<file path="config.mk">
export PLATFORM = sky130hd
export DESIGN_NAME = credit_rx_fifo
export DESIGN_NICKNAME = d
export VERILOG_FILES = /design/src/rtl/credit_pkg.sv /design/src/rtl/fifo_ram.sv /design/src/rtl/credit_rx_fifo.sv
export SDC_FILE = /design/constraint.sdc
export NUM_CORES = 1
export LEC_CHECK = 0
export ABC_AREA = 1
export BUFFER_PORTS_ARGS = -buffer_cell sky130_fd_sc_hd__buf_2
export CAP_MARGIN = 20
export CORE_ASPECT_RATIO = 0.75
export CORE_MARGIN = 2
export CORE_UTILIZATION = 45
export DETAILED_ROUTE_END_ITERATION = 8
export PLACE_DENSITY_LB_ADDON = 0.05
export SETUP_SLACK_MARGIN = 0.05
export SLEW_MARGIN = 20
export SYNTH_ARGS = -nofsm -noshare
export SYNTH_HDL_FRONTEND = slang
export SYNTH_SLANG_ARGS = --single-unit
</file>
<file path="constraint.sdc">
create_clock -name clk -period 3.2 [get_ports clk]
set_clock_uncertainty 0.05 [all_clocks]
set_input_delay 0.48 -clock clk [delete_from_list [all_inputs] [get_ports clk]]
set_output_delay 0.48 -clock clk [all_outputs]
set_load 0.005 [all_outputs]
</file>
<file path="src/rtl/credit_pkg.sv">
// credit_pkg: shared credit-link sizing so sender and receiver agree on the credit count
package credit_pkg;
    localparam int CREDIT_DEPTH = 8;
    localparam int CREDIT_WIDTH = 8;
    function automatic int cnt_width(input int depth);
        return $clog2(depth + 1);
    endfunction
endpackage

</file>
<file path="src/rtl/fifo_ram.sv">
// fifo_ram: DEPTH x WIDTH register array, synchronous write, asynchronous read
module fifo_ram #(
    parameter int DEPTH = 8,
    parameter int WIDTH = 8,
    parameter int AW    = $clog2(DEPTH)
) (
    input  logic             clk,
    input  logic             we,
    input  logic [AW-1:0]    waddr,
    input  logic [WIDTH-1:0] wdata,
    input  logic [AW-1:0]    raddr,
    output logic [WIDTH-1:0] rdata
);
    logic [WIDTH-1:0] mem [DEPTH];
    // storage is deliberately unreset; only occupancy decides validity
    always_ff @(posedge clk) begin
        if (we) mem[waddr] <= wdata;
    end
    assign rdata = mem[raddr];
endmodule

</file>
<file path="src/rtl/credit_rx_fifo.sv">
// credit_rx_fifo: receiver show-ahead FIFO returning one credit per drained entry
module credit_rx_fifo
    import credit_pkg::*;
#(
    parameter int DEPTH     = CREDIT_DEPTH,
    parameter int WIDTH     = CREDIT_WIDTH,
    parameter int CNT_WIDTH = cnt_width(DEPTH),
    parameter int PTR_WIDTH = $clog2(DEPTH)
) (
    input  logic                 clk,
    input  logic                 rst,
    input  logic                 push,
    input  logic [WIDTH-1:0]     push_data,
    output logic                 out_valid,
    output logic [WIDTH-1:0]     out_data,
    input  logic                 out_ready,
    output logic                 credit_ret,
    output logic [CNT_WIDTH-1:0] count,
    output logic                 overflow,
    output logic                 underflow
);
    logic [PTR_WIDTH-1:0] wr_ptr, rd_ptr;
    logic [CNT_WIDTH-1:0] outstanding, outstanding_nxt;
    logic                 pop, full, push_acc;

    assign out_valid = count != '0;
    assign full      = count == CNT_WIDTH'(DEPTH);
    assign pop       = out_valid && out_ready;
    assign push_acc  = push && (!full || pop);

    // sender credit shadow; holds at zero on an illegal push so it cannot wrap
    always_comb begin
        outstanding_nxt = outstanding;
        if (push_acc && !credit_ret)
            outstanding_nxt = (outstanding == '0) ? outstanding : outstanding - 1'b1;
        else if (!push_acc && credit_ret)
            outstanding_nxt = outstanding + 1'b1;
    end

    // pointers wrap by compare-and-clear so any DEPTH works
    always_ff @(posedge clk or posedge rst) begin
        if (rst) begin
            wr_ptr      <= '0;
            rd_ptr      <= '0;
            count       <= '0;
            credit_ret  <= 1'b0;
            outstanding <= CNT_WIDTH'(DEPTH);
            overflow    <= 1'b0;
            underflow   <= 1'b0;
        end else begin
            if (push_acc) wr_ptr <= (wr_ptr == PTR_WIDTH'(DEPTH - 1)) ? '0 : wr_ptr + 1'b1;
            if (pop) rd_ptr <= (rd_ptr == PTR_WIDTH'(DEPTH - 1)) ? '0 : rd_ptr + 1'b1;
            count       <= count + CNT_WIDTH'(push_acc) - CNT_WIDTH'(pop);
            credit_ret  <= pop;
            outstanding <= outstanding_nxt;
            overflow    <= overflow | (push && full && !pop);
            underflow   <= underflow | (push && outstanding == '0);
        end
    end

    fifo_ram #(.DEPTH(DEPTH), .WIDTH(WIDTH), .AW(PTR_WIDTH)) u_ram (
        .clk   (clk),
        .we    (push_acc),
        .waddr (wr_ptr),
        .wdata (push_data),
        .raddr (rd_ptr),
        .rdata (out_data)
    );

`ifdef FORMAL
    a_count_max: assert property (@(posedge clk) disable iff (rst) count <= CNT_WIDTH'(DEPTH));
    a_credit_inv: assert property (@(posedge clk) disable iff (rst)
        !underflow |-> (int'(outstanding) + int'(count) + int'(credit_ret) == DEPTH));
    a_ret_after_pop: assert property (@(posedge clk) disable iff (rst) credit_ret |-> $past(pop));
`endif
endmodule

</file>
==> flow_summary.json <==
{
  "status": "finished clean",
  "power_density_mw_per_mm2": 909,
  "synth_compound_area_frac": 0.0952,
  "ioPinCount": 28,
  "final_layout_size_suffix_gt1_frac": 0.179,
  "grt_setup_unrepaired": "no",
  "path_max_fanout": 18,
  "holdBufCountCts": 0,
  "core.rowCount": 27,
  "drt_wl_total_um": 7560,
  "finalMaxSlewViolations": 0,
  "design_area_mm2": 0.00390,
  "yosysMostFrequentCell": "nor2_1",
  "drt_first_pass_iters": 4,
  "grt_max_degree": 35,
  "die_w_um": 106,
  "antennaDiodeCount": 0,
  "critical-path-slowest-cell": "dfrtp_1",
  "synth_common_cells": "67 x nor2_1, 64 x edfxtp_1, 36 x o21ai_0",
  "final_cells": 437,
  "synthSimpleGateAreaFrac": 0.134,
  "cts_tree": "done",
  "cts_buffer_depth": 2,
  "synth_top_area_frac": 0.550,
  "synth_seq_area_share": 0.672,
  "hold_viol": 0,
  "drv_cap": 0,
  "post_cts_buffers": 0,
  "initial_core_util": 0.470,
  "p_leak_nw": 1.51,
  "synth_edf_count": 64,
  "routedWlPerCell_um": 17.3,
  "synthFlopType": "edfxtp_1",
  "clockRootBuffer": "clkbuf_8",
  "synthDistinctLibCells": 29,
  "port-buffer-count": 27,
  "dp_slack_ps": 842,
  "clkTransAtPathRegs_ps": 90,
  "routed_via_density": 5.22,
  "die_h_um": 80.3,
  "ys_warn_count": 0,
  "critPathLaunchType": "register",
  "syn2layout_area_growth_pct": 11.7,
  "drt_drc_violations_left": 0,
  "cts_buffers": 9,
  "yosysTopAreaCell": "edfxtp_1",
  "worst_slew_pin_slew_ps": 834,
  "clock_latency_ps": 360,
  "path_cells": "inv_2, o21ai_0, o22ai_1, nor2_1, a31oi_1, buf_2",
  "drt_iter0_drc": 182,
  "synth_seq_cells": 81,
  "synth.area.top_cells": "edfxtp_1 55%, dfrtp_1 11%, nor2_1 7.2%",
  "cp.required_ps": 2670,
  "setup_ws_ps": 593,
  "dpl.hpwl_um": 4990,
  "dp.cells": 421,
  "htreeDepth": 3,
  "synthAdderAreaFrac": 0.0451,
  "placed_cell_area_mm2": 0.00372,
  "final_core_util": 0.525,
  "max_stage_delay_ps": 610,
  "muxShareOfSynthArea": 0,
  "irDropWorstVdd_v": 0.000613,
  "total_power_mw": 3.55,
  "fin_nets": 355,
  "synth_nets": 326,
  "avgSynthCellArea_um2": 11.6,
  "hold_path_class": "primary input to asynchronous set/reset pin",
  "whs_ps": 146,
  "overflow": 0,
  "synth-async-reset-ratio": 0.210,
  "path_class": "register to output port",
  "tns_ps": 0,
  "synth_top_family_by_area": "simple AND/OR/NAND/NOR gates",
  "gp_congestion": 0.841,
  "crit_path_end_kind": "output port",
  "grt_pass1_wl_um": 12100,
  "num_vias": 2280,
  "fmax_mhz": 384,
  "period_needed_ps": 2610,
  "antenna_found_initial": 0,
  "grt_pass1_vias": 2187,
  "fin_crit_sh": 0.815,
  "syn_area_mm2": 0.00349,
  "setup_viol": 0,
  "synthXorXnorAreaFrac": 0.0125,
  "syn_inst": 302,
  "postRouteAntennaNets": 0,
  "die_area_mm2": 0.00849,
  "slew_headroom": 0.442,
  "cts.repair.resized": 0,
  "grtUsageTotal": 0.196,
  "critPathArrivalTime_ps": 2080,
  "cts_num_sinks": 81,
  "core_mm2": 0.00743
}
-- report_power, final --
group          switching (mW)  internal (mW)
Clock                   0.363          0.360
Combinational           0.830          0.478
Sequential              0.145           1.37
Total                    1.34           2.21
-- cells in the final DEF (no fill, tap or decap), drive strengths merged --
master	Yosys	routed
buf	8	28
clkinvlp	0	1
a31oi	8	8
nand3	5	5
ha	11	11
inv	25	25
dfstp	1	1
clkinv	1	4
o21a	1	1
a21oi	1	1
edfxtp	64	64
clkbuf	2	11
fa	1	1
o22ai	8	8
nor2	68	68
nor3b	1	1
nand4	3	3
bufinv	0	1
xor2	3	3
nand2	29	29
o21ai	41	41
or2	1	1
o21bai	2	2
xnor2	2	2
dfrtp	16	16
-- registers in the layout, indices dropped and copies added, names as in the netlist --
name	cells
overflow	1
outstanding	4
u_ram.mem	64
underflow	1
credit_ret	1
wr_ptr	3
rd_ptr	3
count	4
-- layer usage --
metal	part of all wire	GRT usage	vias up	routed length, µm
met5	0	0	-	0
met4	0.0077	0.0632	0	58
met3	0.061	0.0455	4	463
met2	0.43	0.270	62	3230
met1	0.50	0.305	1113	3800
li1	-	-	1101	-
-- layout make-up --
cell class	instances	area, µm²
repair buffers	28	143
well taps	101	126
clock buffers	11	131
clock inverters	5	56.3
inverters	26	97.6
fillers	681	3530
flip-flops and latches	81	2350
multi-input cells	185	1000
-- worst max-delay path, delay by kind of cell (launching register included) --
kind,cells,cell delay (ps)
AND/OR/NAND/NOR,1,60
AO/OA/AOI/OAI,3,550
flip-flops,1,610
buffers and inverters,2,500
-- path summary, 6_finish.rpt --
check	cells past startpoint	end	slack, ps	startpoint
setup / recovery	6	out_data[5]	590	rd_ptr[1]$_DFFE_PP0N_
hold / removal	2	count[3]$_DFF_PP0_	150	rst
setup reg to reg	8	u_ram.mem[7][4]$_DFFE_PP_	810	count[2]$_DFF_PP0_
hold reg to reg	1	overflow$_DFF_PP0_	430	overflow$_DFF_PP0_
max in group asynchronous	2	overflow$_DFF_PP0_	2520	rst
min in group clk	1	u_ram.mem[7][0]$_DFFE_PP_	390	push_data[0]
-- logic make-up after synthesis --
group / after synthesis
compound gates: 61
simple gates: 107
buf+inv: 36
fa+ha+maj: 12
flops: 81
xor+xnor: 5
No activity file was read; power rests on OpenSTA's default activity.
